`config.mk`:
```
export PLATFORM = sky130hd
export DESIGN_NAME = bus_control_sequencer_flat
export DESIGN_NICKNAME = d
export VERILOG_FILES = /design/src/rtl/bus_control_sequencer_if.sv /design/src/rtl/bus_control_sequencer.sv /design/src/flat_wrapper.sv
export SDC_FILE = /design/constraint.sdc
export NUM_CORES = 1
export LEC_CHECK = 0
export BUFFER_PORTS_ARGS = -buffer_cell sky130_fd_sc_hd__buf_2
export CAP_MARGIN = 0
export CORE_ASPECT_RATIO = 0.9
export CORE_MARGIN = 2
export CORE_UTILIZATION = 49
export CTS_CLUSTER_DIAMETER = 40
export CTS_CLUSTER_SIZE = 20
export DETAILED_ROUTE_END_ITERATION = 12
export GPL_TIMING_DRIVEN = 0
export PLACE_DENSITY_LB_ADDON = 0.25
export SLEW_MARGIN = 20
export SYNTH_ARGS = -nofsm -noshare
export SYNTH_HDL_FRONTEND = slang
export SYNTH_SLANG_ARGS = --single-unit
export TNS_END_PERCENT = 1
```
`constraint.sdc`:
```
create_clock -name clk -period 4.75 [get_ports clk]
set_input_delay 0.2375 -clock clk [delete_from_list [all_inputs] [get_ports clk]]
set_output_delay 0.2375 -clock clk [all_outputs]
set_load 0.005 [all_outputs]
```
`src/rtl/bus_control_sequencer_if.sv`:
```
// rtl/bus_control_sequencer_if.sv - IR/memory-ready inputs and datapath strobes between the sequencer and the datapath
interface bus_control_sequencer_if;
    logic [31:0] ir;
    logic        mem_ready;
    logic        PCout, PCin, IncPC, MARin, MDRin, MDRout, IRin, Yin;
    logic        Zin, Zlowout, Zhighout, HIin, LOin, Cout, Read, Write;
    logic [15:0] Rin;
    logic [15:0] Rout;
    logic [4:0]  alu_op;
    logic [3:0]  step;
    logic        run;

    modport master (
        input  ir, mem_ready,
        output PCout, PCin, IncPC, MARin, MDRin, MDRout, IRin, Yin,
               Zin, Zlowout, Zhighout, HIin, LOin, Cout, Read, Write,
               Rin, Rout, alu_op, step, run
    );

    modport slave (
        output ir, mem_ready,
        input  PCout, PCin, IncPC, MARin, MDRin, MDRout, IRin, Yin,
               Zin, Zlowout, Zhighout, HIin, LOin, Cout, Read, Write,
               Rin, Rout, alu_op, step, run
    );
endinterface

```
`src/rtl/bus_control_sequencer.sv`:
```
// rtl/bus_control_sequencer.sv - multi-cycle fetch/decode/execute sequencer for the single-bus datapath
module bus_control_sequencer #(
    parameter int WAIT_LIMIT = 15,
    parameter int OPW        = 5
) (
    input  logic                   clk,
    input  logic                   clr,
    bus_control_sequencer_if.master bus
);
    typedef enum logic [3:0] {
        T0 = 4'd0, T1 = 4'd1, T2 = 4'd2, T3 = 4'd3,
        T4 = 4'd4, T5 = 4'd5, T6 = 4'd6, T7 = 4'd7,
        HALT = 4'hE, FAULT = 4'hF
    } state_t;

    localparam logic [OPW-1:0] OP_LD   = OPW'(5'b00000);
    localparam logic [OPW-1:0] OP_ST   = OPW'(5'b00010);
    localparam logic [OPW-1:0] OP_ADD  = OPW'(5'b00011);
    localparam logic [OPW-1:0] OP_SUB  = OPW'(5'b00100);
    localparam logic [OPW-1:0] OP_AND  = OPW'(5'b00101);
    localparam logic [OPW-1:0] OP_OR   = OPW'(5'b00110);
    localparam logic [OPW-1:0] OP_MUL  = OPW'(5'b01111);
    localparam logic [OPW-1:0] OP_DIV  = OPW'(5'b10000);
    localparam logic [OPW-1:0] OP_HALT = OPW'(5'b11011);

    state_t         state;
    logic [7:0]     wait_cnt;
    logic [OPW-1:0] opcode;
    logic [3:0]     ra, rb, rc;
    logic           is_alu, is_md, is_ld, is_st, is_halt;
    logic           unused_ir;

    assign opcode    = bus.ir[31 -: OPW];
    assign ra        = bus.ir[26:23];
    assign rb        = bus.ir[22:19];
    assign rc        = bus.ir[18:15];
    assign unused_ir = ^bus.ir[14:0];

    assign is_alu  = (opcode == OP_ADD) || (opcode == OP_SUB) ||
                     (opcode == OP_AND) || (opcode == OP_OR);
    assign is_md   = (opcode == OP_MUL) || (opcode == OP_DIV);
    assign is_ld   = (opcode == OP_LD);
    assign is_st   = (opcode == OP_ST);
    assign is_halt = (opcode == OP_HALT);

    // Wait steps (T1, ld T6, st T7) count misses; every other step keeps wait_cnt cleared
    // so it is zero on entry to the next wait step.
    always_ff @(posedge clk or negedge clr) begin
        if (!clr) begin
            state    <= T0;
            wait_cnt <= 8'd0;
        end else begin
            wait_cnt <= 8'd0;
            case (state)
                T0: state <= T1;
                T1: begin
                    if (bus.mem_ready) begin
                        state <= T2;
                    end else begin
                        wait_cnt <= wait_cnt + 8'd1;
                        if (wait_cnt == 8'(WAIT_LIMIT - 1)) state <= FAULT;
                    end
                end
                T2: state <= T3;
                T3: begin
                    if (is_alu || is_md || is_ld || is_st) state <= T4;
                    else if (is_halt)                      state <= HALT;
                    else                                   state <= T0;
                end
                T4: state <= T5;
                T5: state <= is_alu ? T0 : T6;
                T6: begin
                    if (is_md) begin
                        state <= T0;
                    end else if (is_ld) begin
                        if (bus.mem_ready) begin
                            state <= T7;
                        end else begin
                            wait_cnt <= wait_cnt + 8'd1;
                            if (wait_cnt == 8'(WAIT_LIMIT - 1)) state <= FAULT;
                        end
                    end else begin
                        state <= T7;
                    end
                end
                T7: begin
                    if (is_ld) begin
                        state <= T0;
                    end else if (bus.mem_ready) begin
                        state <= T0;
                    end else begin
                        wait_cnt <= wait_cnt + 8'd1;
                        if (wait_cnt == 8'(WAIT_LIMIT - 1)) state <= FAULT;
                    end
                end
                HALT:    state <= HALT;
                FAULT:   state <= FAULT;
                default: state <= FAULT;
            endcase
        end
    end

    always_comb begin
        {bus.PCout, bus.PCin, bus.IncPC, bus.MARin, bus.MDRin, bus.MDRout, bus.IRin, bus.Yin} = 8'd0;
        {bus.Zin, bus.Zlowout, bus.Zhighout, bus.HIin, bus.LOin, bus.Cout, bus.Read, bus.Write} = 8'd0;
        bus.Rin    = 16'd0;
        bus.Rout   = 16'd0;
        bus.alu_op = 5'd0;
        bus.step   = state;
        bus.run    = (state != HALT) && (state != FAULT);
        case (state)
            T0: begin bus.PCout = 1'b1; bus.MARin = 1'b1; bus.IncPC = 1'b1; bus.Zin = 1'b1; end
            T1: begin bus.Zlowout = 1'b1; bus.PCin = 1'b1; bus.Read = 1'b1; bus.MDRin = 1'b1; end
            T2: begin bus.MDRout = 1'b1; bus.IRin = 1'b1; end
            T3: if (is_alu || is_md || is_ld || is_st) begin
                bus.Rout = 16'd1 << rb;
                bus.Yin  = 1'b1;
            end
            T4: begin
                bus.Zin = 1'b1;
                if (is_ld || is_st) begin
                    bus.Cout   = 1'b1;
                    bus.alu_op = 5'(OP_ADD);
                end else begin
                    bus.Rout   = 16'd1 << rc;
                    bus.alu_op = 5'(opcode);
                end
            end
            T5: begin
                bus.Zlowout = 1'b1;
                if (is_alu)     bus.Rin   = 16'd1 << ra;
                else if (is_md) bus.LOin  = 1'b1;
                else            bus.MARin = 1'b1;
            end
            T6: begin
                if (is_md) begin
                    bus.Zhighout = 1'b1;
                    bus.HIin     = 1'b1;
                end else if (is_ld) begin
                    bus.Read  = 1'b1;
                    bus.MDRin = 1'b1;
                end else begin
                    bus.Rout  = 16'd1 << ra;
                    bus.MDRin = 1'b1;
                end
            end
            T7: begin
                if (is_ld) begin
                    bus.MDRout = 1'b1;
                    bus.Rin    = 16'd1 << ra;
                end else begin
                    bus.Write = 1'b1;
                end
            end
            default: ;
        endcase
        // Reset must silence the datapath immediately, not at the next edge.
        if (!clr) begin
            {bus.PCout, bus.PCin, bus.IncPC, bus.MARin, bus.MDRin, bus.MDRout, bus.IRin, bus.Yin} = 8'd0;
            {bus.Zin, bus.Zlowout, bus.Zhighout, bus.HIin, bus.LOin, bus.Cout, bus.Read, bus.Write} = 8'd0;
            bus.Rin    = 16'd0;
            bus.Rout   = 16'd0;
            bus.alu_op = 5'd0;
        end
    end
endmodule

```
`src/flat_wrapper.sv`:
```
// flat-port wrapper written by rule: the top's interface ports become plain ports
module bus_control_sequencer_flat 
#(
    parameter int WAIT_LIMIT = 15,
    parameter int OPW        = 5
)
  (clk, clr, bus_ir, bus_mem_ready, bus_PCout, bus_PCin, bus_IncPC, bus_MARin, bus_MDRin, bus_MDRout, bus_IRin, bus_Yin, bus_Zin, bus_Zlowout, bus_Zhighout, bus_HIin, bus_LOin, bus_Cout, bus_Read, bus_Write, bus_Rin, bus_Rout, bus_alu_op, bus_step, bus_run);
  bus_control_sequencer_if bus_i ();
  input  logic clk;
  input  logic clr;
  input wire logic [$bits(bus_i.ir)-1:0] bus_ir;
  input wire logic [$bits(bus_i.mem_ready)-1:0] bus_mem_ready;
  output wire logic [$bits(bus_i.PCout)-1:0] bus_PCout;
  output wire logic [$bits(bus_i.PCin)-1:0] bus_PCin;
  output wire logic [$bits(bus_i.IncPC)-1:0] bus_IncPC;
  output wire logic [$bits(bus_i.MARin)-1:0] bus_MARin;
  output wire logic [$bits(bus_i.MDRin)-1:0] bus_MDRin;
  output wire logic [$bits(bus_i.MDRout)-1:0] bus_MDRout;
  output wire logic [$bits(bus_i.IRin)-1:0] bus_IRin;
  output wire logic [$bits(bus_i.Yin)-1:0] bus_Yin;
  output wire logic [$bits(bus_i.Zin)-1:0] bus_Zin;
  output wire logic [$bits(bus_i.Zlowout)-1:0] bus_Zlowout;
  output wire logic [$bits(bus_i.Zhighout)-1:0] bus_Zhighout;
  output wire logic [$bits(bus_i.HIin)-1:0] bus_HIin;
  output wire logic [$bits(bus_i.LOin)-1:0] bus_LOin;
  output wire logic [$bits(bus_i.Cout)-1:0] bus_Cout;
  output wire logic [$bits(bus_i.Read)-1:0] bus_Read;
  output wire logic [$bits(bus_i.Write)-1:0] bus_Write;
  output wire logic [$bits(bus_i.Rin)-1:0] bus_Rin;
  output wire logic [$bits(bus_i.Rout)-1:0] bus_Rout;
  output wire logic [$bits(bus_i.alu_op)-1:0] bus_alu_op;
  output wire logic [$bits(bus_i.step)-1:0] bus_step;
  output wire logic [$bits(bus_i.run)-1:0] bus_run;
  assign bus_i.ir = bus_ir;
  assign bus_i.mem_ready = bus_mem_ready;
  assign bus_PCout = bus_i.PCout;
  assign bus_PCin = bus_i.PCin;
  assign bus_IncPC = bus_i.IncPC;
  assign bus_MARin = bus_i.MARin;
  assign bus_MDRin = bus_i.MDRin;
  assign bus_MDRout = bus_i.MDRout;
  assign bus_IRin = bus_i.IRin;
  assign bus_Yin = bus_i.Yin;
  assign bus_Zin = bus_i.Zin;
  assign bus_Zlowout = bus_i.Zlowout;
  assign bus_Zhighout = bus_i.Zhighout;
  assign bus_HIin = bus_i.HIin;
  assign bus_LOin = bus_i.LOin;
  assign bus_Cout = bus_i.Cout;
  assign bus_Read = bus_i.Read;
  assign bus_Write = bus_i.Write;
  assign bus_Rin = bus_i.Rin;
  assign bus_Rout = bus_i.Rout;
  assign bus_alu_op = bus_i.alu_op;
  assign bus_step = bus_i.step;
  assign bus_run = bus_i.run;
  bus_control_sequencer #(.WAIT_LIMIT(WAIT_LIMIT), .OPW(OPW)) u_core (.clk(clk), .clr(clr), .bus(bus_i));
endmodule
```
# After elaboration in Yosys (flattened, before gate mapping)
# Index checks and enable logic that the tools add are counted.
[word_totals]
regBits = 12
in_bits = 35
out_inout_bits = 58
[op_classes]
addsub = 1
eq_ne = 19
shift = 3
muxes = 66
reduce_logical = 13
[ops]
columns = ["operator", "count"]
rows = [
  ["16-bit two-way mux", 8],
  ["16-bit case mux with 3 select lines", 1],
  ["1-bit by 4-bit << shifter with 16-bit output, first input constant", 3],
  ["4-bit two-way mux", 9],
  ["4-bit case mux with 9 select lines", 1],
  ["1-bit two-way mux", 33],
  ["8-bit two-way mux", 4],
  ["16-bit case mux with 2 select lines", 1],
  ["8-bit case mux with 3 select lines", 1],
  ["4-bit by 3-bit equality test with 1-bit output, second input constant", 4],
  ["5-bit by 3-bit equality test with 1-bit output, second input constant", 3],
  ["5-bit two-way mux", 3],
  ["5-bit by 2-bit equality test with 1-bit output, second input constant", 2],
  ["5-bit equality test, second input constant", 2],
  ["8-bit by 1-bit adder with 8-bit output, second input constant", 1],
  ["4-bit by 2-bit equality test with 1-bit output, second input constant", 2],
  ["8-bit by 4-bit equality test with 1-bit output, second input constant", 1],
  ["1-bit logical OR", 8],
  ["4-bit inequality test, second input constant", 2],
  ["1-bit case mux with 2 select lines", 4],
  ["5-bit by 4-bit equality test with 1-bit output, second input constant", 1],
  ["5-bit zero test", 1],
  ["4-bit by 1-bit equality test with 1-bit output, second input constant", 1],
  ["4-bit equality test, second input constant", 1],
  ["4 further kinds", 5],
]

# Depth between registers and ports, before layout
# Gate-level depths: netlist of the first run.
[logic_depth]
word_depth = 10
depth_mapped = 8
ltp_nobuf = 6

# Least setup slack after synthesis of the first run
# OpenSTA, ideal clock, no wires.
[synth_path]
kind = "register to output"
startpoint = "register u_core.state[3], in the netlist u_core.bus.step[3]"
endpoint = "output port bus_Rout[0]"
arrival_time_ps = 1580
setup_slack_ps = 2932
path_stages_with_launch = 8
path_buffers = 2
path_cell_list = "dfrtp_1 > buf_2 > nor2b_1 > nand2_1 > nor3_2 > buf_4 > nand3_1 > a31oi_1"
[synth_between]
elab_chain_len = 3
[synth_lines]
columns = ["item", "line_no", "text"]
rows = [
  ["from (decl)", "bus_control_sequencer.sv:26", "state_t state;"],
  ["from (signal assigned)", "bus_control_sequencer.sv:71", "T5: state <= is_alu ? T0 : T6;"],
  ["4-bit by 3-bit equality test with 1-bit output / 4-bit by 2-bit equality test with 1-bit output (equally long branches)", "bus_control_sequencer.sv:111", "case (state)"],
  ["16-bit case mux with 3 select lines (*)", "bus_control_sequencer.sv:111", ""],
  ["16-bit two-way mux (*)", "bus_control_sequencer.sv:158", "if (!clr) begin"],
  ["to (decl)", "flat_wrapper.sv:30", "output wire logic [$bits(bus_i.Rout)-1:0] bus_Rout;"],
]
# Every way passes the cells marked *; elsewhere a longest branch is shown, timed or not.

# Worst setup path after layout of the first run
[layout_path]
startpoint = "register u_core.state[3], in the netlist u_core.bus.step[3]"
endpoint = "output port bus_Rout[8]"
# Same word-level chain as after synthesis.

==> results_dict.tcl, run 1 <==
set metrics [dict create \
    synth_edf_count 0 \
    startpoint_type "flip-flop" \
    grt_max_degree 19 \
    synthesis.nets 289 \
    netlist_instances 252 \
    rsz0062_at_grt "no" \
    ctsHtreeMaxLevel 1 \
    avgSynthCellArea_um2 6.84 \
    maxSlewViolCount 0 \
    port_buffers 74 \
    synth_seq_cells 12 \
    row_count 20 \
    hold_path_depth 4 \
    total_power_mw 0.682 \
    clock_skew_ns 0.00924 \
    fmax_ghz 0.392 \
    fin_nets 369 \
    hp-start "bus_mem_ready" \
    min_path_type "input pin to flip-flop" \
    synth-seq-area-share_pct 17.4 \
    drc_errors 0 \
    switchingPower_mw 0.340 \
    met2WireLength_mm 2.35 \
    finalWorstPathRequiredPeriod_ns 2.55 \
    worst-r2r-cell-count 4 \
    critPathRequiredTime_ns 4.51 \
    grt_overflow_total 0 \
    r2r_start "u_core.bus.step[2]" \
    drive_gt1_share_pct 29.1 \
    ios 93 \
    stdcell_count 374 \
    synthFlopType "dfrtp_1" \
    cts_num_sinks 12 \
    area_delta_synth_final_pct 27.6 \
    hold_viol_final 0 \
    wl_met3_um 424 \
    async_flop_share_pct 100 \
    power_frac_seq_pct 22.7 \
    synth_warnings 0 \
    power.internal_mw 0.343 \
    antenna_found_initial 0 \
    top_layer "met4" \
    fin_crit_sh_pct 53.7 \
    clkTransAtPathRegs_ns 0.06 \
    leakage_nw 1.01 \
    clk_path_buf_depth 2 \
    place_area_um2 2150 \
    synth_area_um2 1720 \
    relSlewSlack_pct 62.5 \
    setup_tns_ns 0 \
    routabilityCongestion 0.927 \
    drv_cap 0 \
    die_w_um 66.5 \
    die_h_um 60.3 \
    dp_cells 370 \
    vias 2168 \
    setup_violations 0 \
    viasPerCell 5.80 \
    crit_path_end_kind "output port" \
    ant_nets 0 \
    rr_endpoint "u_core.bus.step[0]" \
    hold_end "u_core.bus.step[3]" \
    final_area_um2 2200 \
    max-vdd-ir-drop_v 0.000204 \
    clkPwrFrac_pct 13.8 \
    ys_types 50 \
    cts_made_buffers 3 \
    crit_path_max_fanout 10 \
    grt_pass1_wl_mm 8.10 \
    cts_root_buffer "clkbuf_8" \
    die-area_um2 4010 \
    post_drt_wl_per_cell_um 14.1 \
    grt.total_usage_pct 25.9 \
    start_util_pct 51.0 \
    outcome "completed" \
    tritoncts "built" \
    clk_latency_ns 0.25 \
    dp_hpwl_mm 4.06 \
    drt_iter0_markers 202 \
    arrival_ns 2.31 \
    tightest_slew_ns 0.561 \
    power.density_nw_per_um2 310 \
    switching_share_pct 49.8 \
    fill_cells 337 \
    routed_wl_mm 5.26 \
    drt_pre_antenna_iters 6 \
    core_area_um2 3380 \
    grt_pass1_vias 1749 \
    worstSetupPathType "flip-flop to output port" \
    met1_length_mm 2.43 \
    power_frac_comb_pct 63.5 \
    num_antenna_cells 0 \
    r2r_slack_ns 2.96 \
]
registers in the layout (all words and copies together), names as in the netlist:
name	cells
u_core.wait_cnt	8
u_core.bus.step	4
worst max path at each step:
stage / startpoint / endpoint / slack (ns) / depth (start not counted)
finish: u_core.bus.step[3] / bus_Rout[8] / 2.20 / 7
global placement: u_core.bus.step[3] / bus_Rout[7] / 2.49 / 7
global route: u_core.bus.step[3] / bus_Rout[11] / 2.03 / 7
detailed placement: u_core.bus.step[3] / bus_Rout[7] / 2.54 / 7
CTS: u_core.bus.step[3] / bus_Rout[7] / 2.26 / 7
floorplan: u_core.bus.step[3] / bus_Rout[0] / 2.93 / 7
power groups by stage:
stage          sequential (mW)  combinational, mW  clock [mW]
6_report                 0.155              0.433      0.0943
5_1_grt                  0.157              0.478      0.0980
4_1_cts                  0.153              0.426      0.0941
3_5_place_dp             0.155              0.423           0
3_3_place_gp             0.155              0.421           0
2_1_floorplan            0.150              0.299           0
layout make-up:
cell class                      count  area, um^2  area share (%)
Timing Repair Buffer               75         380            17.3
Clock buffer                        3        41.3            1.88
Multi-Input combinational cell    220        1320            60.0
Buffer                             18        95.1            4.32
Tap cell                           44        55.1            2.50
Inverter                            2        7.51           0.341
Sequential cell                    12         300            13.6
layout by cell type, fill, tap and decap left out, types with 7 or more instances in the layout:
| cell type | instances |
|---|---|
| nor3b_1 | 7 |
| buf_2 | 81 |
| nand2b_1 | 7 |
| nand2_1 | 24 |
| a32oi_1 | 14 |
| and3_1 | 7 |
| nor2b_1 | 11 |
| nand3_1 | 24 |
| a21oi_1 | 16 |
| nor2_1 | 41 |
| dfrtp_1 | 12 |
| nor3_1 | 13 |
through the flow:
stage | utilization (%) | setup WS, ns | hold slack (ns)
finish | 65.1 | 2.20 | 0.373
global route | 65.1 | 2.03 | 0.386
CTS | 65.1 | 2.26 | 0.354
detailed placement | 63.6 | 2.54 | 0.167
global placement | 63.6 | 2.49 | 0.168
floorplan | - | 2.93 | -0.0581
repair_timing:
action | 4_1_cts | 5_1_grt
endpoints found under the hold margin | 12 | 0
buffers inserted | 0 | 0
gates resized for setup | 0 | 0
endpoints found under the setup margin | 0 | 0
hold buffers | 1 | 0
cell families after synthesis:
group	after synthesis	synth area share [%]
adders and majority gates	2	1.45
buffers and inverters	20	5.95
DFF	12	17.4
muxes	1	0.581
xor gates and xnor gates	7	3.56
AOI/OAI and AO/OA	52	22.0
and+or+nand+nor	158	49.1
synth_stat cells (7+ instances only):
library cell / number / area (um^2)
a21oi_1: 16 / 80.1
a32oi_1: 14 / 123
and3_1: 7 / 43.8
buf_2: 7 / 35.0
dfrtp_1: 12 / 300
nand2_1: 24 / 90.1
nand2b_1: 7 / 43.8
nand3_1: 24 / 120
nor2_1: 41 / 154
nor2b_1: 11 / 68.8
nor3_1: 13 / 65.1
nor3b_1: 7 / 52.6
critical path: stages (launching register included):
cell and delay [ns]:
dfrtp_1 0.37, buf_2 0.19, nor4b_4 0.39, nand2_1 0.18, nor3b_1 0.51, a32oi_1 0.13, a21oi_1 0.17, buf_2 0.13
layer usage:
| layer | vias up | global-route usage [%] |
|---|---|---|
| li1 | 1074 | - |
| met2 | 93 | 41.3 |
| met1 | 994 | 38.6 |
| met4 | 0 | 1.75 |
| met3 | 7 | 3.77 |
| met5 | - | 0 |
(Power assumes the default switching activity.)
==> run 2, diff against run 1 <==
--- a/config.mk
+++ b/config.mk
@@ -9,7 +9,7 @@
 export CAP_MARGIN = 0
 export CORE_ASPECT_RATIO = 0.9
 export CORE_MARGIN = 2
-export CORE_UTILIZATION = 49
+export CORE_UTILIZATION = 41
 export CTS_CLUSTER_DIAMETER = 40
 export CTS_CLUSTER_SIZE = 20
 export DETAILED_ROUTE_END_ITERATION = 12
==> constraint.sdc (replaced) <==
create_clock -name clk -period 2.29 [get_ports clk]
set_input_delay 0.1145 -clock clk [delete_from_list [all_inputs] [get_ports clk]]
set_output_delay 0.1145 -clock clk [all_outputs]
set_load 0.005 [all_outputs]
==> run 2 against run 1 <==
Net effect:
- critical path depth stayed put
- non-clock buffer count is 5 higher
- sequential share of layout area is 0.62 points lower
- first-iteration DRC count is 54% lower
- setup slack worse by 2.1 ns
- routed wire length is 2.7% higher
- flip-flop and latch count stayed put
- clock power is 110% higher
- via count is 0.69% higher
- register-to-register slack worse by 2.5 ns
- largest power group unchanged
- highest routed layer unchanged
==> results_dict.tcl, run 2 (synthesis results as in run 1) <==
set metrics [dict create \
    cts_made_buffers 3 \
    tritoncts "built" \
    relSlewSlack_pct 68.6 \
    area_delta_synth_final_pct 34.3 \
    clkPwrFrac_pct 13.0 \
    place_area_um2 2150 \
    drt_pre_antenna_iters 4 \
    power_frac_seq_pct 21.8 \
    maxSlewViolCount 0 \
    dp_hpwl_mm 4.09 \
    die_h_um 65.5 \
    start_util_pct 42.6 \
    drt_iter0_markers 92 \
    die-area_um2 4740 \
    setup_violations 0 \
    grt_overflow_total 0 \
    power.internal_mw 0.761 \
    ant_nets 0 \
    regMostFlops "u_core.wait_cnt" \
    cts_num_sinks 12 \
    multi_input_area_um2 1390 \
    path_cells "and2b_1 -> nand2_1 -> nor3_4 -> buf_4 -> nand3_1 -> a31oi_1 -> buf_2" \
    outcome "completed" \
    total_power_mw 1.50 \
    r2r_slack_ns 0.48 \
    crit_buf_inv 2 \
    vias 2183 \
    worst-r2r-cell-count 4 \
    fin_util_pct 57.2 \
    grt_max_degree 19 \
    regArea_um2 302 \
    routabilityCongestion 0.839 \
    crit_path_max_fanout 10 \
    clk_path_buf_depth 2 \
    final_area_um2 2320 \
    crit_path_end_kind "output port" \
    grt.total_usage_pct 22.2 \
    crit_cells 7 \
    grt_pass1_wl_mm 8.60 \
    fmax_ghz 0.455 \
    min_path_type "input pin to flip-flop" \
    stdcell_count 383 \
    finalWorstPathRequiredPeriod_ns 2.20 \
    fin_ws_ns 0.0921 \
    fin_crit_sh_pct 96.0 \
    leakage_nw 1.05 \
    cpPeakStageDelay_ns 0.46 \
    startpoint_type "flip-flop" \
    dp_cells 374 \
    core_area_um2 4050 \
    post_drt_wl_per_cell_um 14.1 \
    final_cell_mix "81 x buf_2, 40 x nor2_1, 24 x nand3_1, 22 x nand2_1, 16 x a21oi_1" \
    clock_skew_ns 0.0115 \
    hold_viol_final 0 \
    crit_slowest_cell "dfrtp_1" \
    num_antenna_cells 0 \
    setup_tns_ns 0 \
    dp_slack_ns 0.197 \
    fin_nets 374 \
    clkTransAtPathRegs_ns 0.06 \
    critPathRequiredTime_ns 2.18 \
    layout_commonest_cell "buf_2" \
    row_count 22 \
    largest_register_ffs 8 \
    crit_family "simple AND/OR/NAND/NOR gates" \
    ios 93 \
    worstSetupPathType "flip-flop to output port" \
    power.density_nw_per_um2 646 \
    die_w_um 72.4 \
    grt_pass1_vias 1935 \
    clk_latency_ns 0.24 \
    power_frac_comb_pct 65.2 \
    ctsHtreeMaxLevel 1 \
    antenna_found_initial 0 \
    worstSetupStartpoint "u_core.bus.step[0]" \
    drive_gt1_share_pct 34.0 \
    switchingPower_mw 0.735 \
    fill_cells 409 \
    arrival_ns 2.08 \
    port_buffers 74 \
    rsz0062_at_grt "yes" \
    routed_wl_mm 5.40 \
    setup.worst_path.end "bus_Rout[5]" \
    drv_cap 0 \
    rr_endpoint "u_core.bus.step[0]" \
    switching_share_pct 49.1 \
    hold-worst-slack_ns 0.201 \
    cts_root_buffer "clkbuf_8" \
    drc_errors 0 \
    r2r_start "u_core.bus.step[2]" \
    max-vdd-ir-drop_v 0.000578 \
    tightest_slew_ns 0.467 \
    viasPerCell 5.70 \
]
-- run 2: changes by cell type in the layout (fill, tap and decap cells not counted), sizes merged --
cell	before	now
buf	87	92
-- run 2: how the worst min path moves through the flow --
stage                        from            endpoint  slack [ns]  cells past startpoint
floorplan                     clr  u_core.bus.step[0]       -0.18                      0
global placement              clr  u_core.wait_cnt[5]        0.05                      1
detailed placement            clr  u_core.wait_cnt[5]        0.05                      1
CTS                 bus_mem_ready  u_core.bus.step[3]        0.20                      4
global route        bus_mem_ready  u_core.bus.step[3]        0.23                      4
finish              bus_mem_ready  u_core.bus.step[3]        0.20                      4
-- run 2: timing repair --
item / 4_1_cts / 5_1_grt
endpoints found under the hold margin: 12 / 0
buffers inserted: 0 / 5
hold buffers: 1 / 0
pin swaps: 0 / 4
endpoints found under the setup margin: 10 / 17
gates resized for setup: 2 / 16
-- run 2: cell type report --
| type | instances | area share [%] |
|---|---|---|
| inverter | 2 | 0.324 |
| buffer | 18 | 4.16 |
| tap | 48 | 2.59 |
| timing repair buffer | 80 | 18.0 |
| sequential | 12 | 13.0 |
| clock buffer | 3 | 1.78 |
| multi-input combinational | 220 | 60.1 |
-- run 2: power by group through the flow --
stage	clock network (mW)	registers [mW]	logic, mW
5_1_grt	0.211	0.331	1.07
3_5_place_dp	0	0.325	0.877
4_1_cts	0.195	0.321	0.889
2_1_floorplan	0	0.312	0.620
6_report	0.195	0.326	0.976
3_3_place_gp	0	0.323	0.870
-- run 2: tightest hold or removal path, delay by kind of cell --
kind	cells	cell delay [ns]
AND/OR/NAND/NOR	3	0.17
buffers and inverters	1	0.12
-- run 2: per-layer routing --
layer | global-route usage [%] | wire, um
met4 | 4.48 | 53
met3 | 2.91 | 316
met1 | 31.6 | 2580
met5 | 0 | 0
met2 | 35.6 | 2450
==> run 3, diff against run 2 <==
--- a/config.mk
+++ b/config.mk
@@ -5,16 +5,18 @@
 export SDC_FILE = /design/constraint.sdc
 export NUM_CORES = 1
 export LEC_CHECK = 0
+export ABC_AREA = 1
 export BUFFER_PORTS_ARGS = -buffer_cell sky130_fd_sc_hd__buf_2
 export CAP_MARGIN = 0
 export CORE_ASPECT_RATIO = 0.9
 export CORE_MARGIN = 2
-export CORE_UTILIZATION = 41
+export CORE_UTILIZATION = 43
 export CTS_CLUSTER_DIAMETER = 40
 export CTS_CLUSTER_SIZE = 20
 export DETAILED_ROUTE_END_ITERATION = 12
 export GPL_TIMING_DRIVEN = 0
 export PLACE_DENSITY_LB_ADDON = 0.25
+export REMOVE_ABC_BUFFERS = 1
 export SLEW_MARGIN = 20
 export SYNTH_ARGS = -nofsm -noshare
 export SYNTH_HDL_FRONTEND = slang
==> run 3 against run 2 <==
Net effect:
- die area rose by 5.2%
- flip-flop and latch count did not move
- critical path type unchanged
- synthesized area rose by 11%
- via count rose by 15%
- clock power rose by 21%
- clock-buffer cell count rose by 1
==> results_dict.tcl, run 3 <==
set metrics [dict create \
    relSlewSlack_pct 51.2 \
    ios 93 \
    synth-seq-area-share_pct 15.7 \
    die_w_um 74.2 \
    worstSetupStartpoint "u_core.bus.step[3]" \
    tightest_slew_ns 0.731 \
    setup_tns_ns 0 \
    final_area_um2 2370 \
    final_cell_mix "141 x nor2_1, 77 x buf_2, 66 x nand2_1, 47 x inv_1, 43 x nand3_1" \
    power_frac_seq_pct 32.1 \
    cts_made_buffers 3 \
    startpoint_type "flip-flop" \
    hold_viol_final 0 \
    layout_commonest_cell "nor2_1" \
    clock_skew_ns 0.00131 \
    yosysTopAreaCell "nor2_1" \
    drive_gt1_share_pct 20.3 \
    outcome "completed" \
    num_antenna_cells 0 \
    max-vdd-ir-drop_v 0.000446 \
    tritoncts "built" \
    rsz0062_at_grt "yes" \
    synth_seq_cells 12 \
    drv_cap 0 \
    post-synth-top-count-cell "nor2_1" \
    core_area_um2 4160 \
    ys_types 25 \
    power.density_nw_per_um2 396 \
    clkPwrFrac_pct 25.0 \
    ant_nets 0 \
    hp-start "bus_mem_ready" \
    dp_cells 503 \
    synthFlopType "dfrtp_1" \
    routabilityCongestion 0.936 \
    regMostFlops "u_core.wait_cnt" \
    hold-worst-slack_ns 0.210 \
    min_path_type "input pin to flip-flop" \
    fill_cells 445 \
    post_drt_wl_per_cell_um 11.2 \
    grt_pass1_vias 2120 \
    port_buffers 77 \
    grt_overflow_total 0 \
    vias 2521 \
    worstSetupPathType "flip-flop to output port" \
    clk_latency_ns 0.24 \
    grt_max_degree 24 \
    drt_pre_antenna_iters 4 \
    power_frac_comb_pct 42.8 \
    clkTransAtPathRegs_ns 0.05 \
    start_util_pct 45.9 \
    async_flop_share_pct 100 \
    power.internal_mw 0.527 \
    fmax_ghz 0.465 \
    routed_wl_mm 5.69 \
    fin_crit_sh_pct 93.9 \
    cts_setup_buffers 0 \
    synth_edf_count 0 \
    switching_share_pct 44.0 \
    fin_nets 486 \
    critPathRequiredTime_ns 2.18 \
    largest_register_ffs 8 \
    maxSlewViolCount 0 \
    stdcell_count 508 \
    finalWorstPathRequiredPeriod_ns 2.15 \
    synth_warnings 0 \
    cts_root_buffer "clkbuf_8" \
    netlist_top_cells_count "141 x nor2_1, 66 x nand2_1, 47 x inv_1" \
    drt_iter0_markers 113 \
    r2r_start "u_core.bus.step[3]" \
    area_delta_synth_final_pct 24.5 \
    synth_area_um2 1910 \
    arrival_ns 2.03 \
    dp_hpwl_mm 4.51 \
    cts_num_sinks 12 \
    die_h_um 67.2 \
    ys_top_cells_by_area "nor2_1 28%, dfrtp_1 16%, nand2_1 13%, nand3_1 12%, inv_1 9.2%" \
    avgSynthCellArea_um2 5.01 \
    antenna_found_initial 0 \
    viasPerCell 4.96 \
    yosysTopAreaCellShare_pct 27.7 \
    grt_pass1_wl_mm 9.16 \
    switchingPower_mw 0.414 \
    setup_violations 0 \
    clk_path_buf_depth 2 \
    leakage_nw 1.19 \
    crit_path_end_kind "output port" \
    grt.total_usage_pct 23.0 \
    place_area_um2 2290 \
    drc_errors 0 \
    crit_path_max_fanout 20 \
    row_count 22 \
    netlist_instances 381 \
    ctsHtreeMaxLevel 1 \
    die-area_um2 4990 \
]
[run 3: cell count changes after synthesis, sizes merged, moves of 8 or more]
cell / change
nor2b: -11
nor3b: -8
nor2: +102
nand3: +21
nand2: +41
nor3: -10
inv: +47
a32oi: -14
nand2b: -8
a21oi: +9
[run 3: layout make-up]
class | count | area (um^2) | share of cell area, %
Clock buffer | 4 | 55.1 | 2.32
Timing Repair Buffer | 78 | 395 | 16.6
Tap cell | 60 | 75.1 | 3.16
Inverter | 50 | 188 | 7.90
Sequential cell | 12 | 300 | 12.6
Multi-Input combinational cell | 304 | 1360 | 57.3
[run 3: cells by family after synthesis]
kind of cell | Yosys count | synth area share (%)
buffers and inverters | 65 | 14.1
adder cells (fa/ha/maj) | 2 | 1.31
AND/OR/NAND/NOR | 264 | 57.3
XOR/XNOR | 5 | 2.29
AO/OA/AOI/OAI | 33 | 9.25
flip-flops | 12 | 15.7
[run 3: power groups by stage]
stage	logic, mW	registers (mW)	clock network, mW
6_report	0.403	0.302	0.236
5_1_grt	0.463	0.308	0.243
3_5_place_dp	0.389	0.305	0
3_3_place_gp	0.387	0.306	0
4_1_cts	0.395	0.301	0.238
2_1_floorplan	0.250	0.294	0
[run 3: worst max-delay path: stages, from the launching register on]
cell and delay [ns]:
dfrtp_1 0.44, inv_1 0.12, nand2_1 0.13, nor2_1 0.31, nand3_4 0.25, nor2_1 0.16
nor2_1 0.06, a21oi_1 0.17, buf_2 0.15
[run 3: metrics by stage]
stage	setup slack [ns]	utilization [%]	power, mW
6_report	0.141	57.1	0.941
5_1_grt	-0.0187	57.1	1.02
4_1_cts	0.0507	56.7	0.935
3_5_place_dp	0.110	55.0	0.695
3_3_place_gp	0.103	55.0	0.694
2_1_floorplan	0.632	-	0.544
[run 3: final timing paths]
path                                           end  slack, ns  cells past startpoint
worst max-delay path                   bus_Rout[6]       0.14                      8
worst min-delay path            u_core.bus.step[1]       0.21                      3
worst max register to register  u_core.wait_cnt[3]       0.64                      9
worst min register to register  u_core.wait_cnt[0]       0.50                      1
max in group asynchronous       u_core.bus.step[2]       1.65                      2
min in group asynchronous       u_core.bus.step[3]       0.34                      2
[run 3: what timing repair did]
item | CTS | global route
resized for setup | 1 | 3
pin swaps | 0 | 0
setup endpoints to repair | 16 | 31
endpoints found under the hold margin | 12 | 0
hold buffers | 1 | 0
cloned | 0 | 0
[run 3: routing by layer]
layer | track usage [%] | wire length, um | up-vias | share of wire (%)
met2 | 39.4 | 2600 | 111 | 46
met4 | 7.14 | 88 | 0 | 1.5
met5 | 0 | 0 | - | 0
met3 | 2.39 | 341 | 13 | 6.0
met1 | 30.4 | 2660 | 1082 | 47
li1 | - | - | 1315 | -
